**config.mk**
```make
export PLATFORM = sky130hd
export DESIGN_NAME = iiitb_rv32i_wb_tracer
export DESIGN_NICKNAME = d
export VERILOG_FILES = /design/src/rtl/iiitb_rv32i_pkg.sv /design/src/rtl/iiitb_trace_fifo.sv /design/src/rtl/iiitb_rv32i_wb_tracer.sv
export SDC_FILE = /design/constraint.sdc
export NUM_CORES = 1
export LEC_CHECK = 0
export ABC_AREA = 1
export CAP_MARGIN = 5
export CORE_MARGIN = 10
export CORE_UTILIZATION = 29
export CTS_BUF_LIST = sky130_fd_sc_hd__clkbuf_8 sky130_fd_sc_hd__clkbuf_16
export CTS_CLUSTER_SIZE = 8
export DETAILED_ROUTE_END_ITERATION = 8
export PLACE_DENSITY = 0.52
export SLEW_MARGIN = 20
export SYNTH_ARGS = -nofsm -noshare
export SYNTH_HDL_FRONTEND = slang
export SYNTH_HIERARCHICAL = 1
export SYNTH_SLANG_ARGS = --single-unit
```
**constraint.sdc**
```tcl
create_clock -name clk -period 14.2 [get_ports clk]
set_input_delay 3.55 -clock clk [delete_from_list [all_inputs] [get_ports clk]]
set_output_delay 3.55 -clock clk [all_outputs]
set_load 0.02 [all_outputs]
```
**src/rtl/iiitb_rv32i_pkg.sv**
```systemverilog
// Shared types for the iiitb_rv32i retirement-trace sink: record layout,
// output FSM states and counter widths.
package iiitb_rv32i_pkg;

  localparam int XLEN       = 32;
  localparam int DROP_CNT_W = 16;

  typedef struct packed {
    logic [XLEN-1:0] npc;
    logic [XLEN-1:0] wb;
  } trace_rec_t;

  typedef enum logic [1:0] {
    IDLE    = 2'd0,
    SEND_PC = 2'd1,
    SEND_WB = 2'd2
  } tr_state_e;

endpackage

```
**src/rtl/iiitb_trace_fifo.sv**
```systemverilog
// Synchronous record FIFO with a head-of-queue read port; pushes while full
// and pops while empty are ignored.
module iiitb_trace_fifo
  import iiitb_rv32i_pkg::*;
#(
  parameter int DEPTH = 8
) (
  input  logic                   clk,
  input  logic                   rst_n,
  input  logic                   i_push,
  input  trace_rec_t             i_din,
  input  logic                   i_pop,
  output trace_rec_t             o_dout,
  output logic                   o_full,
  output logic                   o_empty,
  output logic [$clog2(DEPTH):0] o_count
);

  localparam int AW = $clog2(DEPTH);

  trace_rec_t    r_mem [DEPTH];
  logic [AW-1:0] r_wr_ptr;
  logic [AW-1:0] r_rd_ptr;
  logic [AW:0]   r_count;
  logic          w_push;
  logic          w_pop;

  assign o_full  = (r_count == (AW + 1)'(DEPTH));
  assign o_empty = (r_count == '0);
  assign o_count = r_count;
  assign o_dout  = r_mem[r_rd_ptr];
  assign w_push  = i_push && !o_full;
  assign w_pop   = i_pop && !o_empty;

  // Storage carries no reset; only entries behind the write pointer are ever read.
  always_ff @(posedge clk) begin
    if (w_push) r_mem[r_wr_ptr] <= i_din;
  end

  always_ff @(posedge clk or negedge rst_n) begin
    if (!rst_n) begin
      r_wr_ptr <= '0;
      r_rd_ptr <= '0;
      r_count  <= '0;
    end else begin
      if (w_push) r_wr_ptr <= r_wr_ptr + 1'b1;
      if (w_pop)  r_rd_ptr <= r_rd_ptr + 1'b1;
      case ({w_push, w_pop})
        2'b10:   r_count <= r_count + 1'b1;
        2'b01:   r_count <= r_count - 1'b1;
        default: r_count <= r_count;
      endcase
    end
  end

endmodule

```
**src/rtl/iiitb_rv32i_wb_tracer.sv**
```systemverilog
// Retirement-trace sink: captures {NPC, WB_OUT} on every NPC change, queues the
// records and streams each as an NPC word followed by a WB word.
module iiitb_rv32i_wb_tracer
  import iiitb_rv32i_pkg::*;
#(
  parameter int DEPTH = 8
) (
  input  logic                   clk,
  input  logic                   RN,
  input  logic                   en,
  input  logic [XLEN-1:0]        npc_in,
  input  logic [XLEN-1:0]        wb_in,
  output logic [XLEN-1:0]        tr_data,
  output logic                   tr_first,
  output logic                   tr_valid,
  input  logic                   tr_ready,
  output logic [$clog2(DEPTH):0] level,
  output logic                   ovf,
  output logic [DROP_CNT_W-1:0]  drop_cnt,
  input  logic                   clr_ovf
);

  tr_state_e             r_state;
  tr_state_e             w_state_next;
  trace_rec_t            r_hold;
  trace_rec_t            w_head;
  trace_rec_t            w_rec_in;
  logic                  r_primed;
  logic [XLEN-1:0]       r_last_npc;
  logic                  r_ovf;
  logic [DROP_CNT_W-1:0] r_drop_cnt;
  logic                  w_push_req;
  logic                  w_full;
  logic                  w_empty;
  logic                  w_drop;
  logic                  w_pop;

  // The very first enabled sample is always recorded, even if NPC equals the reset value.
  assign w_push_req = en && (!r_primed || (npc_in != r_last_npc));
  assign w_drop     = w_push_req && w_full;
  assign w_rec_in   = {npc_in, wb_in};
  assign ovf        = r_ovf;
  assign drop_cnt   = r_drop_cnt;

  iiitb_trace_fifo #(
    .DEPTH (DEPTH)
  ) u_fifo (
    .clk     (clk),
    .rst_n   (RN),
    .i_push  (w_push_req),
    .i_din   (w_rec_in),
    .i_pop   (w_pop),
    .o_dout  (w_head),
    .o_full  (w_full),
    .o_empty (w_empty),
    .o_count (level)
  );

  always_ff @(posedge clk or negedge RN) begin
    if (!RN) begin
      r_primed   <= 1'b0;
      r_last_npc <= '0;
    end else if (en) begin
      r_primed   <= 1'b1;
      r_last_npc <= npc_in;
    end
  end

  // A drop coinciding with a clear restarts the count at one.
  always_ff @(posedge clk or negedge RN) begin
    if (!RN) begin
      r_ovf      <= 1'b0;
      r_drop_cnt <= '0;
    end else if (w_drop) begin
      r_ovf <= 1'b1;
      if (clr_ovf)                 r_drop_cnt <= DROP_CNT_W'(1);
      else if (r_drop_cnt != '1)   r_drop_cnt <= r_drop_cnt + 1'b1;
    end else if (clr_ovf) begin
      r_ovf      <= 1'b0;
      r_drop_cnt <= '0;
    end
  end

  always_ff @(posedge clk or negedge RN) begin
    if (!RN) begin
      r_state <= IDLE;
      r_hold  <= '0;
    end else begin
      r_state <= w_state_next;
      if (w_pop) r_hold <= w_head;
    end
  end

  always_comb begin
    w_state_next = r_state;
    w_pop        = 1'b0;
    case (r_state)
      IDLE: begin
        if (!w_empty) begin
          w_pop        = 1'b1;
          w_state_next = SEND_PC;
        end
      end
      SEND_PC: begin
        if (tr_ready) w_state_next = SEND_WB;
      end
      SEND_WB: begin
        if (tr_ready) begin
          if (!w_empty) begin
            w_pop        = 1'b1;
            w_state_next = SEND_PC;
          end else begin
            w_state_next = IDLE;
          end
        end
      end
      default: w_state_next = IDLE;
    endcase
  end

  always_comb begin
    tr_valid = 1'b0;
    tr_first = 1'b0;
    tr_data  = '0;
    case (r_state)
      SEND_PC: begin
        tr_valid = 1'b1;
        tr_first = 1'b1;
        tr_data  = r_hold.npc;
      end
      SEND_WB: begin
        tr_valid = 1'b1;
        tr_data  = r_hold.wb;
      end
      default: ;
    endcase
  end

endmodule

```
# Word level (Yosys, flattened, before mapping)

Memory sizes are Yosys's and may differ from the RTL's. A register that Yosys moved wholly into a read port is not among the register bits.
Index checks and enable logic that the tools add are counted.

Input port bits: 69
Output and inout bits: 55
RAM bits: 512
Bits in registers: 62
Memories kept: 1

Memory list:

| memory       | words | bits a word | read ports | clocked after memory_dff | write ports | line                   | source |
|---|---|---|---|---|---|---|---|
| u_fifo.r_mem | 8     | 64          | 1          | 1                        | 1           | iiitb_trace_fifo.sv:21 | `trace_rec_t r_mem [DEPTH];` |

Mux-type cells: 20
$add $sub $neg: 5
Reductions and logical operators: 17
Equal/unequal tests: 10

Operators with widths:

| kind                    | count |
|---|---|
| $mux W16                | 4 |
| $pmux W32 S2            | 1 |
| $ne A32 B32 Y1          | 1 |
| $add A16 B1 Y16 const B | 1 |
| $ne A16 B16 Y1 const B  | 1 |
| $mux W1                 | 9 |
| $pmux W4 S2             | 1 |
| $add A3 B1 Y3 const B   | 2 |
| $mux W2                 | 3 |
| $ne A2 B2 Y1 const B    | 3 |
| $pmux W2 S3             | 1 |
| $reduce_bool A2 Y1      | 3 |
| $add A4 B1 Y4 const B   | 1 |
| $eq A2 B1 Y1 const B    | 2 |
| $eq A2 B2 Y1 const B    | 2 |
| $eq A4 B4 Y1 const B    | 1 |
| $logic_and A1 B1 Y1     | 4 |
| $logic_not A1 Y1        | 4 |
| $logic_not A4 Y1        | 1 |
| $sub A4 B1 Y4 const B   | 1 |
| $reduce_and A3 Y1       | 1 |
| $logic_not A2 Y1        | 1 |
| $pmux W1 S2             | 1 |
| $reduce_and A2 Y1       | 1 |
| other kinds (2)         | 2 |

# Depth between registers and ports, before layout

Word-level depth: 7
Depth in mapped cells: 20
Gate-level depth less buffers: 18

# Modules after synthesis

The synthesis kept the hierarchy.

By module, submodules not included:

| module                | area an instance (um2) | cells an instance | instances | seq. area each (um2) |
|---|---|---|---|---|
| iiitb_trace_fifo      | 22644.2                | 2292              | 1         | 15625.0 |
| iiitb_rv32i_wb_tracer | 5839.4                 | 657               | 1         | 2902.8 |

# Worst setup path before layout

OpenSTA, ideal clock, no wires.

Kind: input to register
Start: input port npc_in[15]
End: memory u_fifo/r_mem[4][0] in the netlist's numbering (enable)
Stages on the path: 10
Arrival: 9.094 ns
Path slack: 4.541 ns
Data required time: 13.635 ns
Cells stage by stage: or2_2 nand3_1 nor2_1 nand2_1 nor2_1 a21oi_2 buf_2 nand2_1 buf_2 nor3_1

Word-level cells in the longest chain between the ends: 6

RTL lines:

| what                          | line                        | source |
|---|---|---|
| from (decl)                   | iiitb_rv32i_wb_tracer.sv:11 | `input logic [XLEN-1:0] npc_in,` |
| $ne A32 B32 Y1                | iiitb_rv32i_wb_tracer.sv:39 | `assign w_push_req = en && (!r_primed \|\| (npc_in != r_last_npc));` |
| $logic_or A1 B1 Y1            | iiitb_rv32i_wb_tracer.sv:39 |  |
| $logic_and A1 B1 Y1           | iiitb_rv32i_wb_tracer.sv:39 |  |
| via w_push_req                | iiitb_rv32i_wb_tracer.sv:32 | `logic w_push_req;` |
| $logic_and A1 B1 Y1           | iiitb_trace_fifo.sv:32      | `assign w_push = i_push && !o_full;` |
| $mux W1                       | iiitb_trace_fifo.sv:37      | `if (w_push) r_mem[r_wr_ptr] <= i_din;` |
| $mux W1 (not written as such) | iiitb_trace_fifo.sv:37      |  |
| to (decl)                     | iiitb_trace_fifo.sv:21      |  |

The timed path passes the listed nets, and every way through them passes these cells.

# Worst setup path in the final report

Start: input port npc_in[23]
End: memory u_fifo/r_mem[6][29] in the netlist's numbering (enable)

Word-level cells in the longest chain between the ends: 6

RTL lines:

| what                          | line |
|---|---|
| $ne A32 B32 Y1                | iiitb_rv32i_wb_tracer.sv:39 |
| $logic_or A1 B1 Y1            | iiitb_rv32i_wb_tracer.sv:39 |
| $logic_and A1 B1 Y1           | iiitb_rv32i_wb_tracer.sv:39 |
| $logic_and A1 B1 Y1           | iiitb_trace_fifo.sv:32 |
| $mux W1                       | iiitb_trace_fifo.sv:37 |
| $mux W1 (not written as such) | iiitb_trace_fifo.sv:37 |

No other way between the ends.

==> flow_summary.json <==
{
  "antenna_violating_nets_post_route": 0,
  "grt_remaining_overflow": 0,
  "critPathMostFrequentCell": "sky130_fd_sc_hd__nand2_1",
  "timing.critical_path.cells": "clkdlybuf4s50_1 > nand2_1 > nand2_1 > inv_1 > nand3_1 > nor2_1 > nand2_1 > nor2_1 > a21oi_2 > nand2_1 > nor3_2 > buf_4 > buf_4",
  "timing.fmax_mhz": 136.3,
  "design.core.area_um2": 97140,
  "hold_viol_final": 0,
  "cap_violations": 0,
  "cts-hold-fix-buffers": 0,
  "post_cts.resized_instances": 0,
  "initial_utilization_pct": 29.32,
  "utilization_pct": 34.41,
  "setup_viol": 0,
  "dp_hpwl_mm": 44.71,
  "finalMaxSlewViolations": 0,
  "placedInstanceArea_um2": 30820,
  "portBuffers": 123,
  "min_period_over_period_pct": 51.65,
  "first_pass_iters": 7,
  "clock_transition_at_the_register_clock_pins_on_the_worst_setup_and_hold_paths_after_cts_ps": 50,
  "dr.first_iter.drc_count": 1371,
  "fp.dieArea_um2": 111200,
  "cts.repair_timing.setup_buffer_count": 0,
  "run_status": "completed",
  "synth_nets": 3029,
  "sum_of_negative_setup_slack_ps": 0,
  "gr-usage-all-layers_pct": 13.27,
  "setup.worst_path.class": "in -> reg",
  "vias": 18915,
  "cts_made_buffers": 89,
  "critPathTopFamily": "buffers and inverters",
  "top_signal_layer_used": "met5",
  "cts_tree": "built",
  "h-tree-depth": 3,
  "worst-path-buf-inv": 4,
  "first_global_vias": 17818,
  "muxShareOfSynthArea_pct": 2.530,
  "synthDominantCellAreaShare_pct": 53.98,
  "tightestPinTransition_ps": 1054,
  "slowest_delay_ps": 820,
  "yosys-top-cells-area": "sky130_fd_sc_hd__edfxtp_1, sky130_fd_sc_hd__nand2_1, sky130_fd_sc_hd__dfrtp_1, sky130_fd_sc_hd__nor2_1, sky130_fd_sc_hd__inv_1",
  "grt_first_pass_wirelength_mm": 113.2,
  "die_w_um": 333.4,
  "routed_wire_length_per_instance_um": 17.09,
  "p_per_area_nw_per_um2": 206.9,
  "ys_seq_elements": 638,
  "synth_area_leader_cell": "sky130_fd_sc_hd__edfxtp_1",
  "number_of_antenna_violations_at_the_first_check_in_global_routing": 14,
  "num_rows": 114,
  "drive_above_1_share_pct": 6.952,
  "grt_max_degree": 234,
  "synth_area_um2": 28480,
  "timing.critical_path.from_type": "input port",
  "synth_sequential_area_ratio_pct": 65.05,
  "p_leak_nw": 14.44,
  "wl_met3_mm": 4.889,
  "crit_slowest_cell": "sky130_fd_sc_hd__clkdlybuf4s50_1",
  "design.portCount": 124,
  "layout_min_cycle_time_ps": 7335,
  "post_synth_fa_ha_maj_area_fraction_pct": 0.5096,
  "crit_required_ps": 14450,
  "vdd_ir_drop_max_uv": 171.7,
  "cts.sinks": 638,
  "routedLengthMet1_mm": 35.85,
  "yosys.area_share.simple_pct": 22.68,
  "postLayoutCellArea_um2": 33420,
  "vias_per_cell": 4.285,
  "synth-compound-area-share_pct": 1.248,
  "clock_tree.buffer_depth": 3,
  "syn_to_final_growth_pct": 17.34,
  "rsz_0062_raised_after_global_routing": "no",
  "synthXorXnorAreaFrac_pct": 0.7995,
  "fin_worst_skew_ps": 22.73,
  "globalplace.congestion": 0.7657,
  "synth_top_family_by_area": "simple AND/OR/NAND/NOR gates",
  "hp_class": "reg -> reg",
  "detailroute.wirelength.met2_mm": 33.38,
  "synthesis.area_per_instance_um2": 9.659,
  "crit_path_end_kind": "register",
  "ys_warn_count": 6,
  "cp_data_arrival_time_ps": 7580,
  "critical_path.max_fanout": 33,
  "syn-instance-count": 2949,
  "slew_headroom_pct": 29.74,
  "latest_clock_arrival_within_the_worst_skew_pair_ps": 630,
  "design.final.nets": 3143,
  "drc_errors": 0,
  "finalWirelength_mm": 75.44,
  "die_height_um": 333.4,
  "synth.lib_cells_used.distinct": 33,
  "clk_root_buf": "sky130_fd_sc_hd__clkbuf_16"
}
## Yosys cell counts (all sizes together)
cell type and count:
nand2 1060, nor2 549, edfxtp 512, inv 333, dfrtp 126, buf 105
mux2 64, nand3 36, o21ai 36, a21oi 33, clkbuf 25, nand4 17
xnor2 16, ha 10, nor3 10, xor2 10, or2 4, clkinv 1
fa 1, o22ai 1
## flip-flops by register name, summed over array words and instances, names as in the netlist
register	cells
drop_cnt	16
u_fifo/r_wr_ptr	3
r_state	2
ovf	1
u_fifo/r_rd_ptr	3
r_primed	1
u_fifo/r_mem	512
u_fifo/o_count	4
r_last_npc	32
r_hold	64
## cell families (layout without fill, tap and decap cells)
kind of cell / count (synthesis) / after routing
AND/OR/NAND/NOR: 1676 / 1676
flip-flops: 638 / 638
buffers and inverters: 464 / 651
adder cells (fa/ha/maj): 11 / 11
other: 0 / 2
multiplexers: 64 / 64
AO/OA/AOI/OAI: 70 / 70
XOR/XNOR: 26 / 26
## worst paths after layout
path                                                 start                              to  slack (ps)  depth (start not counted)
worst min register to register        r_primed$_DFFE_PN0P_            r_primed$_DFFE_PN0P_         450                          2
worst max-delay path                            npc_in[23]   u_fifo/r_mem[6][29]$_DFFE_PP_        6870                         13
worst min-delay path                  r_primed$_DFFE_PN0P_            r_primed$_DFFE_PN0P_         450                          2
max in group asynchronous                               RN  u_fifo/r_rd_ptr[0]$_DFFE_PN0P_        9760                          2
min in group asynchronous                               RN         drop_cnt[2]$_DFFE_PN0P_        2930                          1
worst max register to register  r_last_npc[21]$_DFFE_PN0P_   u_fifo/r_mem[6][29]$_DFFE_PP_       10160                         11
## worst reg2reg max path: cells and delay by family, from the launching register on
kind	cells	cell delay, ps
compound gates	1	580
buf+inv	3	1300
flops	1	410
simple gates	7	1350
## per-stage QoR
step | worst slack, ps | cells | power, mW | hold WS [ps]
2_1_floorplan | 4541 | 2949 | 4.275 | 414.6
5_1_grt | 6588 | 4412 | 7.378 | 482.5
6_report | 6865 | 4414 | 6.914 | 454.4
3_3_place_gp | 6183 | 4248 | 5.007 | 442.8
3_5_place_dp | 6202 | 4248 | 5.025 | 447.5
4_1_cts | 6846 | 4412 | 6.984 | 461.2
## metal layers
layer  track usage, %  vias up
li1                 -     9484
met1            18.64     8880
met2            20.58      435
met3            3.213      110
met4            2.756        6
met5                0        -
## area by class of cell
cell class | instances | area, um2
fill | 9730 | 63710
sequential | 638 | 18540
multi-input combinational | 1847 | 7961
clock buffer | 91 | 2277
tap | 1276 | 1597
timing repair buffer | 153 | 1465
inverter | 334 | 1256
clock inverter | 73 | 325.3
antenna | 2 | 5.005
## layout by cell type, fill, tap and decap left out, drive strengths merged, types with 4 or more instances in the layout
cell type / count
nand2: 1060
clkbuf: 91
clkdlybuf4s50: 121
dfrtp: 126
edfxtp: 512
nand3: 36
o21ai: 36
xnor2: 16
nor2: 549
nor3: 10
clkinv: 4
nand4: 17
mux2: 64
or2: 4
a21oi: 33
inv: 403
xor2: 10
buf: 32
ha: 10
## power by group
group | internal (mW) | switching (mW)
combinational | 0.790 | 1.57
clock | 1.15 | 0.787
sequential | 2.38 | 0.234
total | 4.32 | 2.60
Note: power is estimated with default switching activity, not from simulation.
